===== src/rtl/timer_pkg.sv =====
// Shared encodings and constants for the mm:ss timer mode controller.
package timer_pkg;

    typedef enum logic [2:0] {
        IDLE    = 3'd0,
        RUN     = 3'd1,
        PAUSE   = 3'd2,
        LAP     = 3'd3,
        SET_MIN = 3'd4,
        SET_SEC = 3'd5
    } state_t;

    localparam logic [7:0]  BCD_MAX_SEC = 8'h59;
    localparam logic [15:0] MAX_TIME    = 16'h5959;

endpackage


===== src/rtl/bcd60_inc.sv =====
// Combinational BCD 00..59 incrementer; 59 (or any out-of-range value) wraps to 00.
module bcd60_inc
    import timer_pkg::*;
(
    input  logic [7:0] val,
    output logic [7:0] val_inc
);

    always_comb begin
        val_inc = '0;
        if (val >= BCD_MAX_SEC || val[7:4] > 4'd5) begin
            val_inc = '0;
        end else if (val[3:0] >= 4'd9) begin
            val_inc = {val[7:4] + 4'd1, 4'd0};
        end else begin
            val_inc = {val[7:4], val[3:0] + 4'd1};
        end
    end

endmodule


===== src/rtl/timer_ctrl_fsm.sv =====
// Run/Pause/Lap/Set mode controller for the mm:ss BCD counter: key edge
// detection, counter enable/load, display mux, blink and end-of-range alarm.
module timer_ctrl_fsm
    import timer_pkg::*;
#(
    parameter int          STOP_AT_MAX = 1,
    parameter int unsigned ALARM_LEN   = 5
) (
    input  logic        clk_1hz,
    input  logic        reset,
    input  logic        key_start,
    input  logic        key_mode,
    input  logic        key_inc,
    input  logic [15:0] cnt_digits,
    output logic        cnt_enable,
    output logic        cnt_load,
    output logic [15:0] load_digits,
    output logic [15:0] disp_digits,
    output logic [3:0]  blink_mask,
    output logic        alarm,
    output logic [2:0]  state_dbg
);

    localparam logic [3:0] ALARM_INIT = 4'(ALARM_LEN);

    state_t      state;
    logic        key_start_q;
    logic        key_mode_q;
    logic        key_inc_q;
    logic [3:0]  alarm_cnt;
    logic        blink_phase;
    logic [15:0] edit_reg;
    logic [15:0] lap_reg;

    logic        ev_start;
    logic        ev_mode;
    logic        ev_inc;
    logic        at_max;
    logic        counting;
    logic        in_set;
    logic [7:0]  min_next;
    logic [7:0]  sec_next;

    // Only the highest-priority press of a cycle survives (start > mode > inc).
    always_comb begin
        ev_start = key_start & ~key_start_q;
        ev_mode  = key_mode & ~key_mode_q & ~ev_start;
        ev_inc   = key_inc & ~key_inc_q & ~ev_start & ~ev_mode;
    end

    always_comb begin
        counting = (state == RUN) || (state == LAP);
        in_set   = (state == SET_MIN) || (state == SET_SEC);
        at_max   = (STOP_AT_MAX != 0) && (cnt_digits == MAX_TIME);
    end

    bcd60_inc u_min_inc (
        .val     (edit_reg[15:8]),
        .val_inc (min_next)
    );

    bcd60_inc u_sec_inc (
        .val     (edit_reg[7:0]),
        .val_inc (sec_next)
    );

    always_ff @(posedge clk_1hz or posedge reset) begin
        if (reset) begin
            state       <= IDLE;
            key_start_q <= 1'b0;
            key_mode_q  <= 1'b0;
            key_inc_q   <= 1'b0;
            cnt_load    <= 1'b0;
            alarm_cnt   <= '0;
            blink_phase <= 1'b0;
            edit_reg    <= '0;
            lap_reg     <= '0;
        end else begin
            key_start_q <= key_start;
            key_mode_q  <= key_mode;
            key_inc_q   <= key_inc;
            cnt_load    <= 1'b0;
            blink_phase <= in_set ? ~blink_phase : 1'b0;
            if (alarm_cnt != '0) begin
                alarm_cnt <= alarm_cnt - 4'd1;
            end

            // Reaching 59:59 while counting overrides any key event that cycle.
            if (counting && at_max) begin
                state     <= IDLE;
                alarm_cnt <= ALARM_INIT;
            end else begin
                case (state)
                    IDLE: begin
                        if (ev_start) begin
                            if (alarm_cnt != '0) begin
                                alarm_cnt <= '0;
                            end else begin
                                state <= RUN;
                            end
                        end else if (ev_mode) begin
                            state    <= SET_MIN;
                            edit_reg <= cnt_digits;
                        end
                    end
                    RUN: begin
                        if (ev_start) begin
                            state <= PAUSE;
                        end else if (ev_mode) begin
                            state   <= LAP;
                            lap_reg <= cnt_digits;
                        end
                    end
                    LAP: begin
                        if (ev_start) begin
                            state <= PAUSE;
                        end else if (ev_mode) begin
                            state <= RUN;
                        end
                    end
                    PAUSE: begin
                        if (ev_start) begin
                            state <= RUN;
                        end else if (ev_mode) begin
                            state <= IDLE;
                        end
                    end
                    SET_MIN: begin
                        if (ev_mode) begin
                            state <= SET_SEC;
                        end else if (ev_inc) begin
                            edit_reg[15:8] <= min_next;
                        end
                    end
                    SET_SEC: begin
                        if (ev_mode) begin
                            state    <= IDLE;
                            cnt_load <= 1'b1;
                        end else if (ev_inc) begin
                            edit_reg[7:0] <= sec_next;
                        end
                    end
                    default: begin
                        state <= IDLE;
                    end
                endcase
            end
        end
    end

    always_comb begin
        cnt_enable  = counting && !at_max;
        alarm       = (alarm_cnt != '0);
        load_digits = edit_reg;
        state_dbg   = state;

        disp_digits = cnt_digits;
        if (state == LAP) begin
            disp_digits = lap_reg;
        end else if (in_set) begin
            disp_digits = edit_reg;
        end

        blink_mask = '0;
        if (state == SET_MIN) begin
            blink_mask = {{2{blink_phase}}, 2'b00};
        end else if (state == SET_SEC) begin
            blink_mask = {2'b00, {2{blink_phase}}};
        end
    end

endmodule


===== config.mk =====
export PLATFORM = sky130hd
export DESIGN_NAME = timer_ctrl_fsm
export DESIGN_NICKNAME = d
export VERILOG_FILES = /design/src/rtl/timer_pkg.sv /design/src/rtl/bcd60_inc.sv /design/src/rtl/timer_ctrl_fsm.sv
export SDC_FILE = /design/constraint.sdc
export NUM_CORES = 1
export LEC_CHECK = 0
export BUFFER_PORTS_ARGS = -buffer_cell sky130_fd_sc_hd__buf_2
export CORE_ASPECT_RATIO = 0.9
export CORE_MARGIN = 1
export CORE_UTILIZATION = 30
export CTS_CLUSTER_SIZE = 14
export DETAILED_ROUTE_END_ITERATION = 8
export SETUP_SLACK_MARGIN = 0.2
export SYNTH_ARGS = -nofsm -noshare
export SYNTH_HDL_FRONTEND = slang
export SYNTH_SLANG_ARGS = --single-unit

===== constraint.sdc =====
create_clock -name clk_1hz -period 3.4 [get_ports clk_1hz]
set_input_delay 0.34 -clock clk_1hz [delete_from_list [all_inputs] [get_ports clk_1hz]]
set_output_delay 0.34 -clock clk_1hz [all_outputs]
set_load 0.01 [all_outputs]

; ---- After elaboration in Yosys (flattened, before gate mapping)
; Index checks and enable logic that the tools add are counted.
; Widths: inputs -> output; s select.
[word_totals]
reg_bits = 44
latchBits = 0
ram_bits = 0
rom_bits = 0
inputBits = 21
out_inout_bits = 42
elab_cells = 109
mem_count = 0
[op_classes]
add_sub_neg = 5
mul = 0
div = 0
magnitude_cmp = 6
n_eq_ne = 19
shifts = 0
mux = 37
bitwise = 13
reduce_logical = 17
[ops]
columns = operator, n
row1 = $mux 16, 4
row2 = $mux 8, 8
row3 = $mux 3, 11
row4 = $pmux 8 s2, 2
row5 = $mux 4, 6
row6 = $pmux 3 s6, 1
row7 = $add 4x1->4 const B, 4
row8 = $eq 16x15->1 const B, 1
row9 = $ge 8x7->1 const B, 2
row10 = $reduce_and 7->1, 2
row11 = $ne 2x2->1 const B, 6
row12 = $reduce_and 6->1, 2
row13 = $ge 4x4->1 const B, 2
row14 = $gt 4x3->1 const B, 2
row15 = $ne 4x3->1 const B, 2
row16 = $ne 4x4->1 const B, 2
row17 = $not 1->1, 7
row18 = $and 1x1->1, 6
row19 = $eq 3x2->1 const B, 2
row20 = $eq 3x3->1 const B, 2
row21 = $ne 3x1->1 const B, 2
row22 = $reduce_and 5->1, 1
row23 = $logic_or 1x1->1, 4
row24 = $mux 1, 4
row25 = other kinds (10), 12

; ---- Depth between registers and ports, before layout
; Gate-level depths: netlist of the first run.
[logic_depth]
depth_word = 9
ltp_mapped = 8
depth_no_buf = 7

; ---- By module
; From an unflattened synthesis of the first run, not the netlist that was laid out.
[unflattened]
hier_cells = 300
hier_area_um2 = 3012.9
[by_module_without_submodules]
columns = mod, n_inst, cells_per_inst, area_each_um2, seq_area_each_um2
row1 = timer_ctrl_fsm, 1, 218, 2367.3, 1101.1
row2 = bcd60_inc, 2, 41, 322.8, 0.0

; ---- Worst setup path before layout of the first run
; OpenSTA, ideal clock, no wires.
[synth_path]
path_type = flip-flop to flip-flop
from = register edit_reg[13] (netlist: load_digits[13])
to = register edit_reg[12] (netlist: load_digits[12])
arrival_ns = 1.954
setup_slack_ns = 1.321
path_stages_with_launch = 7
path_buffers = 0
synth_period_minus_slack_ns = 2.079
path_cell_list = dfrtp_1 > inv_1 > ha_1 > o311ai_0 > nor2_1 > nor2_1 > mux2_2
[synth_between]
elab_chain_len = 6
elab_cells_between_ends = 9
classes_between = 2 x order compare / 1 x eq/ne / 4 x mux / 2 x reduce/logical
[synth_rtl]
columns = item, line_no
row1 = "start, declared", timer_ctrl_fsm.sv:32  ; logic [15:0] edit_reg;
row2 = "start signal, assigned", timer_ctrl_fsm.sv:103  ; edit_reg <= cnt_digits;
row3 = "start signal, assigned", timer_ctrl_fsm.sv:132  ; edit_reg[15:8] <= min_next;
row4 = $ge 8x7->1 / $gt 4x3->1 (equally long branches), bcd60_inc.sv:11  ; if (val >= BCD_MAX_SEC || val[7:4] > 4'd5) begin
row5 = $logic_or 1x1->1 *, bcd60_inc.sv:11
row6 = $mux 8, bcd60_inc.sv:11
row7 = $mux 8, timer_ctrl_fsm.sv:131  ; end else if (ev_inc) begin
row8 = $mux 8, timer_ctrl_fsm.sv:129  ; if (ev_mode) begin
row9 = $pmux 8 s2, timer_ctrl_fsm.sv:93  ; case (state)
; Mark *: on every way between the ends. The rest lies on a longest branch, timed or not. The select of a mux whose other input is x is not followed.
; A chain may end at the register's enable or synchronous reset.

; ---- Final worst setup path of the first run
[layout_path]
from = register state[2] (netlist: state_dbg[2])
to = output disp_digits[6]
[layout_between]
elab_chain_len = 4
elab_cells_between_ends = 6
classes_between = 3 x eq/ne / 2 x mux / 1 x reduce/logical
[layout_rtl]
columns = item, line_no
row1 = "start, declared", timer_ctrl_fsm.sv:26  ; state_t state;
row2 = "start signal, assigned", timer_ctrl_fsm.sv:69  ; state <= IDLE;
row3 = "start signal, assigned", timer_ctrl_fsm.sv:90  ; state <= IDLE;
row4 = "start signal, assigned", timer_ctrl_fsm.sv:99  ; state <= RUN;
row5 = $eq 3x3->1, timer_ctrl_fsm.sv:53  ; in_set = (state == SET_MIN) || (state == SET_SEC);
row6 = $logic_or 1x1->1, timer_ctrl_fsm.sv:53
row7 = $mux 16, timer_ctrl_fsm.sv:160  ; end else if (in_set) begin
row8 = $mux 16 *, timer_ctrl_fsm.sv:158  ; if (state == LAP) begin
row9 = "end, declared", timer_ctrl_fsm.sv:18  ; output logic [15:0] disp_digits,
; Mark *: on every way between the ends. The rest lies on a longest branch, timed or not.

==> results of run 1 <==
-- final timing paths --
| kind | end | slack [ns] |
|---|---|---|
| setup reg to reg | load_digits[5] | 1.13 |
| hold / removal | cnt_load | 0.16 |
| max in group asynchronous | alarm_cnt[0] | 2.82 |
| setup / recovery | disp_digits[6] | 0.73 |
| min in group clk_1hz | key_start_q | 0.17 |
| hold reg to reg | lap_reg[6] | 0.52 |
-- cells in the mapped netlist (10+ instances only) --
cell type  instances
mux2_2            10
inv_1             25
nor2_1            16
o21ai_0           15
a21oi_1           11
dfrtp_1           44
ha_1              14
nand2_1           49
mux2_4            10
a22oi_1           16
-- per-stage QoR --
stage                     setup WS [ns]  total power (W)
after global placement             1.24          0.00253
after global routing              0.474          0.00315
after CTS                         0.728          0.00291
after detailed placement           1.07          0.00257
final                             0.727          0.00288
after floorplan                    1.32          0.00201
-- worst max-delay path, stage by stage, from the launching register on --
cell and delay (ns):
dfrtp_1 0.59, nand2b_1 0.21, nor2_1 0.06, buf_4 0.20, nor2_1 0.43, buf_4 0.29
nand2_1 0.07, nand2_1 0.06, buf_2 0.13
-- power by group through the flow --
stage	Clock (W)	Sequential, W	Combinational (W)
final	0.000331	0.00103	0.00152
after global routing	0.000368	0.00107	0.00171
after CTS	0.000345	0.00103	0.00153
after detailed placement	0	0.00104	0.00153
after global placement	0	0.00103	0.00150
after floorplan	0	0.000980	0.00103
-- metal layers --
layer | global-route usage | up-vias
li1 | - | 1159
met1 | 0.246 | 1131
met2 | 0.241 | 72
met3 | 0.0279 | 11
met4 | 0.0512 | 0
met5 | 0 | -
-- kinds of logic after synthesis --
family,count (synthesis),share of synthesized area
muxes,20,0.0962
buffers and inverters,39,0.0664
DFF,44,0.403
xor gates and xnor gates,1,0.00321
AOI/OAI and AO/OA,68,0.166
and+or+nand+nor,108,0.201
adders and majority gates,14,0.0641
-- cell type report --
class                           instances  area, sq um
Sequential cell                        44         1100
Timing Repair Buffer                   69          363
Tap cell                              119          149
Clock buffer                            5         68.8
Fill cell                             899         5440
Clock inverter                          3         18.8
Inverter                               25         93.8
Multi-Input combinational cell        211         1450
==> results_dict.tcl, run 1 <==
set metrics [dict create \
    status "finished clean" \
    placedInstanceArea_sq_um 3160 \
    crit_type "reg -> out" \
    grt.overflow.total 0 \
    synth_edf_count 0 \
    critPathRequiredTime_ns 3.06 \
    rr_worst_depth 6 \
    wl_met3_microns 398 \
    io_pins 63 \
    min_period_ns 2.67 \
    cp_max_fo 17 \
    fin_skew_ns 0.00825 \
    combPwrFrac 0.529 \
    synthArstFlopShare 1.00 \
    dieArea_sq_um 9490 \
    cts_resized 0 \
    grt_pass1_vias 2255 \
    final_common_cell "buf_2" \
    rsz0062_at_grt "false" \
    dieWidth_microns 103 \
    worstSetupStartpoint "state_dbg[2]" \
    hold_class "in -> async" \
    vias 2373 \
    synth-seq-area-share 0.403 \
    nNetsFinal 391 \
    hpwl_mm 5.49 \
    tns_ns 0 \
    ctsHoldBuffers 0 \
    top_layer_used "met4" \
    core_area_sq_um 8690 \
    grt_pass1_wl_mm 12.0 \
    grtUsageTotal 0.166 \
    intPower_w 0.00158 \
    postSynthAreaPerCell_sq_um 9.29 \
    area_growth_pct 18.7 \
    p_per_area_nw_per_um2 888 \
    regToRegStartpoint "state_dbg[0]" \
    tightest_slew_ns 0.737 \
    max-clock-path-buffers 2 \
    cap_violations 0 \
    final_area_sq_um 3240 \
    sequentialPowerShare 0.357 \
    drc_errors 0 \
    cts_num_sinks 44 \
    antenna_found_initial 0 \
    layout_common_cells "buf_2 (62), nand2_1 (49), dfrtp_1 (44)" \
    slew_headroom 0.504 \
    synthDominantCellAreaShare 0.403 \
    power.leakage_nw 1.65 \
    initial_core_util 0.315 \
    avgRoutedWirePerCell_microns 15.6 \
    drive_gt1_frac 0.289 \
    clkPwrFrac 0.115 \
    postCtsSetupRepairBufs 0 \
    ys_ff_latch 44 \
    rows 32 \
    dr_wl_met2_mm 3.26 \
    syn_inst 294 \
    ir_drop_uv 304 \
    wl_met1_mm 3.66 \
    die_y_microns 92.5 \
    io_buffers 62 \
    instances_no_fill 476 \
    synthFlopType "dfrtp_1" \
    grt_max_degree 45 \
    antennaDiodeCount 0 \
    antenna_left 0 \
    wl_mm 7.43 \
    ys_types 52 \
    final-setup-viol-count 0 \
    dp.cells 468 \
    insertion_delay_ns 0.30 \
    end_kind "output pin" \
    htree_levels 2 \
    netlist_area_sq_um 2730 \
    synth_area_leader_cell "dfrtp_1" \
    drt_iter0_drc 143 \
    synth_fp_nets 329 \
    critPathArrivalTime_ns 2.33 \
    holdWs_ns 0.158 \
    p_sw_w 0.00130 \
    drv_slew 0 \
    cts_buffers 5 \
    clk_pin_slew_ns 0.09 \
    fmax_mhz 374 \
    final_util 0.373 \
    cts_tree "yes" \
    place.gp.congestion 0.844 \
    drtPass1Iterations 4 \
    finalCritPeriodShare 0.786 \
    worstSetupStartpointType "flop" \
    cts_root_buffer "clkbuf_8" \
    via_per_inst 4.99 \
    synthTopCellsByArea "dfrtp_1 (40%), nand2_1 (6.7%), ha_1 (6.4%), mux2_4 (5.5%), a22oi_1 (4.4%)" \
    sw_frac_of_total 0.450 \
    hold_viol_final 0 \
    ys_warn_count 0 \
]
Power figures use the tool's default switching activity.
==> run 2, diff against run 1 <==
Clock period 3.4 ns to 2.3 ns, I/O delays scaled along.
==> run 2 against run 1 <==
  * Clock power increased by 56%
  * Combinational power grew 62%
  * Via count increased by 2.6%
  * Register-to-register slack worse by 0.83 ns
  * Critical path type is now reg -> reg
  * Largest cell class unchanged
  * Power up 54%
  * Sequential share of layout area shrank 1.2 points
  * Clock skew decreased by 0.0051 ns
  * Routed wire length increased by 2.2%
  * First-iteration DRC count fell by 11%
  * Critical endpoint is now load_digits[5]
==> results_dict.tcl, run 2 (same netlist as run 1, synthesis figures left out) <==
set metrics [dict create \
    status "finished clean" \
    grt.overflow.total 0 \
    worst_path_largest_cell_delay_ns 0.54 \
    insertion_delay_ns 0.30 \
    holdWs_ns 0.0575 \
    area_growth_pct 23.1 \
    critPathRequiredTime_ns 2.49 \
    antenna_found_initial 0 \
    rows 32 \
    vias 2434 \
    cts_root_buffer "clkbuf_8" \
    intPower_w 0.00249 \
    placedInstanceArea_sq_um 3210 \
    grt.met3_usage 0.0460 \
    crit_slowest_cell "or4_1" \
    final-setup-viol-count 0 \
    critPathArrivalTime_ns 2.19 \
    die_y_microns 92.5 \
    rsz0062_at_grt "true" \
    instances_no_fill 486 \
    p_sw_w 0.00195 \
    min_period_ns 2.00 \
    grtUsageTotal 0.169 \
    antenna_left 0 \
    via_per_inst 5.01 \
    dieArea_sq_um 9490 \
    ir_drop_uv 439 \
    cts_tree "yes" \
    combPwrFrac 0.555 \
    dieWidth_microns 103 \
    fin_skew_ns 0.00316 \
    p_per_area_nw_per_um2 1320 \
    clkPwrFrac 0.116 \
    path_common_cell "buf_4" \
    grt_max_degree 45 \
    initial_core_util 0.315 \
    cp_max_fo 8 \
    grt_util_met2 0.261 \
    final_area_sq_um 3360 \
    cts_buffers 5 \
    grt_pass1_vias 2347 \
    drive_gt1_frac 0.324 \
    crit_type "reg -> reg" \
    max-clock-path-buffers 2 \
    use_met1 0.234 \
    sequentialPowerShare 0.328 \
    final_common_cell "buf_2" \
    hold_viol_final 0 \
    cts_num_sinks 44 \
    tns_ns 0 \
    tightest_slew_ns 0.593 \
    layout_common_cells "buf_2 (62), nand2_1 (49), dfrtp_1 (43)" \
    grt_pass1_wl_mm 12.2 \
    drtPass1Iterations 5 \
    io_pins 63 \
    place.gp.congestion 0.823 \
    slew_headroom 0.605 \
    crit_chain "buf_4, or4_1, a21oi_2, buf_4, nand2_1, mux2_2" \
    avgRoutedWirePerCell_microns 15.6 \
    fmax_mhz 500 \
    antennaDiodeCount 0 \
    p_total_w 0.00444 \
    hpwl_mm 5.41 \
    nNetsFinal 401 \
    drv_slew 0 \
    hold_class "in -> reg" \
    end_kind "flop" \
    finalCritPeriodShare 0.869 \
    dp.cells 475 \
    sw_frac_of_total 0.440 \
    worstSetupStartpointType "flop" \
    htree_levels 2 \
    power.leakage_nw 1.71 \
    wl_mm 7.60 \
    drc_errors 0 \
    drt_iter0_drc 127 \
    core_area_sq_um 8690 \
    cap_violations 0 \
    io_buffers 62 \
    clk_pin_slew_ns 0.08 \
    top_usage_layer "met2" \
]
-- run 2: repair_timing --
| action | in CTS | in global routing |
|---|---|---|
| buffers inserted | 2 | 1 |
| setup endpoints to repair | 21 | 25 |
| resized for setup | 6 | 6 |
| hold buffers | 0 | 0 |
-- run 2: path summary, 6_finish.rpt --
kind / startpoint / to / slack [ns] / cells after the start
worst min-delay path: key_start / key_start_q / 0.06 / 1
worst min register to register: state_dbg[2] / state_dbg[1] / 0.51 / 1
max in group asynchronous: reset / state_dbg[2] / 1.80 / 3
worst max register to register: state_dbg[2] / load_digits[5] / 0.30 / 6
min in group asynchronous: reset / state_dbg[0] / 0.07 / 3
worst max-delay path: state_dbg[2] / load_digits[5] / 0.30 / 6
-- run 2: area by class of cell --
cell class / count / area, sq um
Tap cell: 119 / 149
Sequential cell: 44 / 1100
Fill cell: 895 / 5330
Multi-Input combinational cell: 211 / 1480
Timing Repair Buffer: 79 / 445
Clock buffer: 8 / 90.1
Inverter: 25 / 93.8
-- run 2: metal layers --
layer  vias up  routed length (microns)
li1       1175                        -
met1      1182                     3620
met2        73                     3490
met3         4                      449
met4         0                       38
met5         -                        0
-- run 2: worst max-delay path: cells and delay by family (launching register included) --
kind	cells	cell delay, ns
AOI/OAI and AO/OA	1	0.16
muxes	1	0.30
and+or+nand+nor	2	0.66
DFF	1	0.44
buffers and inverters	2	0.33
-- run 2: power by group through the flow --
stage	registers (W)	clock network [W]	logic, W
2_1_floorplan	0.00145	0	0.00152
3_3_place_gp	0.00146	0	0.00235
3_5_place_dp	0.00147	0	0.00238
4_1_cts	0.00146	0.000530	0.00244
5_1_grt	0.00152	0.000566	0.00276
6_report	0.00146	0.000517	0.00247
-- run 2: per-stage QoR --
stage | utilization | worst slack, ns
after global routing | 0.387 | 0.199
after CTS | 0.384 | 0.224
after floorplan | - | 0.221
after global placement | 0.369 | 0.217
after detailed placement | 0.369 | 0.141
final | 0.387 | 0.302
==> run 3, diff against run 2 <==
Clock period 2.3 ns to 2.2 ns, I/O delays scaled along.
==> run 3 against run 2 <==
  * Clock skew is 0.00074 ns lower
  * Sequential cell count unchanged
  * Routed wire length rose by 0.45%
  * Largest cell class unchanged
  * Combinational power increased by 10%
  * Worst hold slack better by 0.0030 ns
  * Via count is 1.1% higher
  * Sequential power grew 4%
  * Critical path depth did not move
  * Sequential share of layout area fell by 0.61 points
  * Largest power group unchanged
  * Global-route usage hardly changed
  * Die area unchanged
==> results_dict.tcl, run 3 (same netlist as run 1, synthesis figures left out) <==
set metrics [dict create \
    initial_core_util 0.315 \
    grt_pass1_wl_mm 12.3 \
    hpwl_mm 5.66 \
    final_common_cell "buf_2" \
    finalCritPeriodShare 0.866 \
    dieWidth_microns 103 \
    drtPass1Iterations 4 \
    nNetsFinal 405 \
    sequentialPowerShare 0.319 \
    grtUsageTotal 0.169 \
    rsz0062_at_grt "true" \
    cts_tree "yes" \
    r2r_setup_slack_ns 0.29 \
    layout_common_cells "buf_2 (62), nand2_1 (49), dfrtp_1 (42)" \
    regToRegStartpoint "key_mode_q" \
    max-clock-path-buffers 2 \
    hold_viol_final 0 \
    critPathArrivalTime_ns 2.09 \
    vias 2461 \
    final_area_sq_um 3430 \
    cp_max_fo 9 \
    cap_violations 0 \
    combPwrFrac 0.570 \
    cts_root_buffer "clkbuf_8" \
    intPower_w 0.00267 \
    status "finished clean" \
    ir_drop_uv 527 \
    rr_worst_depth 6 \
    min_period_ns 1.91 \
    die_y_microns 92.5 \
    critPathRequiredTime_ns 2.38 \
    fin_skew_ns 0.00242 \
    grt_pass1_vias 2369 \
    grt.overflow.total 0 \
    worstHoldStart "key_mode" \
    slew_headroom 0.609 \
    final-setup-viol-count 0 \
    tightest_slew_ns 0.587 \
    rows 32 \
    dieArea_sq_um 9490 \
    p_per_area_nw_per_um2 1390 \
    clkPwrFrac 0.110 \
    avgRoutedWirePerCell_microns 15.6 \
    antennaDiodeCount 0 \
    reg2reg_to "load_digits[4]" \
    drt_iter0_drc 110 \
    clk_pin_slew_ns 0.08 \
    tns_ns 0 \
    cts_buffers 5 \
    grt_max_degree 45 \
    cts_num_sinks 44 \
    drive_gt1_frac 0.345 \
    io_buffers 62 \
    endpoint "load_digits[4]" \
    area_growth_pct 25.5 \
    drc_errors 0 \
    fmax_mhz 525 \
    antenna_found_initial 0 \
    insertion_delay_ns 0.29 \
    place.gp.congestion 0.823 \
    via_per_inst 5.02 \
    drv_slew 0 \
    core_area_sq_um 8690 \
    crit_type "reg -> reg" \
    placedInstanceArea_sq_um 3230 \
    hold_class "in -> reg" \
    io_pins 63 \
    power.leakage_nw 1.73 \
    wl_mm 7.63 \
    worstSetupStartpointType "flop" \
    sw_frac_of_total 0.440 \
    end_kind "flop" \
    p_sw_w 0.00210 \
    htree_levels 2 \
    worstSetupStartpoint "key_mode_q" \
    antenna_left 0 \
]
==> run 3: cell types whose count changed in the layout (fill, tap and decap cells not counted), sizes merged <==
cell  previous run  this run
buf             79        83
==> run 3: worst max-delay path, cell delays in order, from the launching register on <==
cell,delay (ns)
dfrtp_1,0.38
nand2b_1,0.23
or4_1,0.43
a21oi_1,0.18
buf_4,0.18
nand2_1,0.11
mux2_2,0.29
==> run 3: metrics by stage <==
stage / total power, W / setup slack, ns / util / cells / hold WS, ns
2_1_floorplan: 0.00311 / 0.272 / - / 294 / 0.251
3_3_place_gp: 0.00402 / 0.113 / 0.372 / 478 / 0.350
3_5_place_dp: 0.00410 / 0.0505 / 0.372 / 478 / 0.358
4_1_cts: 0.00471 / 0.193 / 0.386 / 486 / 0.0562
5_1_grt: 0.00518 / 0.185 / 0.395 / 490 / 0.0484
6_report: 0.00477 / 0.294 / 0.395 / 490 / 0.0606
==> run 3: cell type report <==
cell class / instances / area (sq um)
multi-input cells: 211 / 1520
clock buffers: 8 / 90.1
flip-flops and latches: 44 / 1100
inverters: 25 / 93.8
fillers: 915 / 5260
well taps: 119 / 149
repair buffers: 83 / 475
==> run 3: worst min-delay path by stage <==
| stage | end | slack (ns) | depth (start not counted) |
|---|---|---|---|
| after floorplan | key_inc_q | 0.25 | 0 |
| after global placement | key_start_q | 0.35 | 1 |
| after detailed placement | key_mode_q | 0.36 | 1 |
| after CTS | key_mode_q | 0.06 | 1 |
| after global routing | key_mode_q | 0.05 | 1 |
| final | key_mode_q | 0.06 | 1 |
==> run 3: what timing repair did <==
action	CTS	global route
buffers inserted	0	4
pin swaps	0	0
hold buffers	0	0
hold endpoints to repair	0	0
setup endpoints to repair	17	29
gates resized for setup	6	13
==> run 3: power groups by stage <==
stage	combinational (W)	clock [W]	sequential [W]
final	0.00272	0.000525	0.00152
after CTS	0.00266	0.000540	0.00151
after floorplan	0.00160	0	0.00151
after global routing	0.00302	0.000573	0.00159
after detailed placement	0.00257	0	0.00153
after global placement	0.00251	0	0.00151
==> run 3: layer usage <==
layer,share of wire,global-route usage,up-vias
li1,-,-,1188
met1,0.47,0.238,1200
met2,0.46,0.257,63
met3,0.052,0.0415,10
met4,0.012,0.0381,0
met5,0,0,-
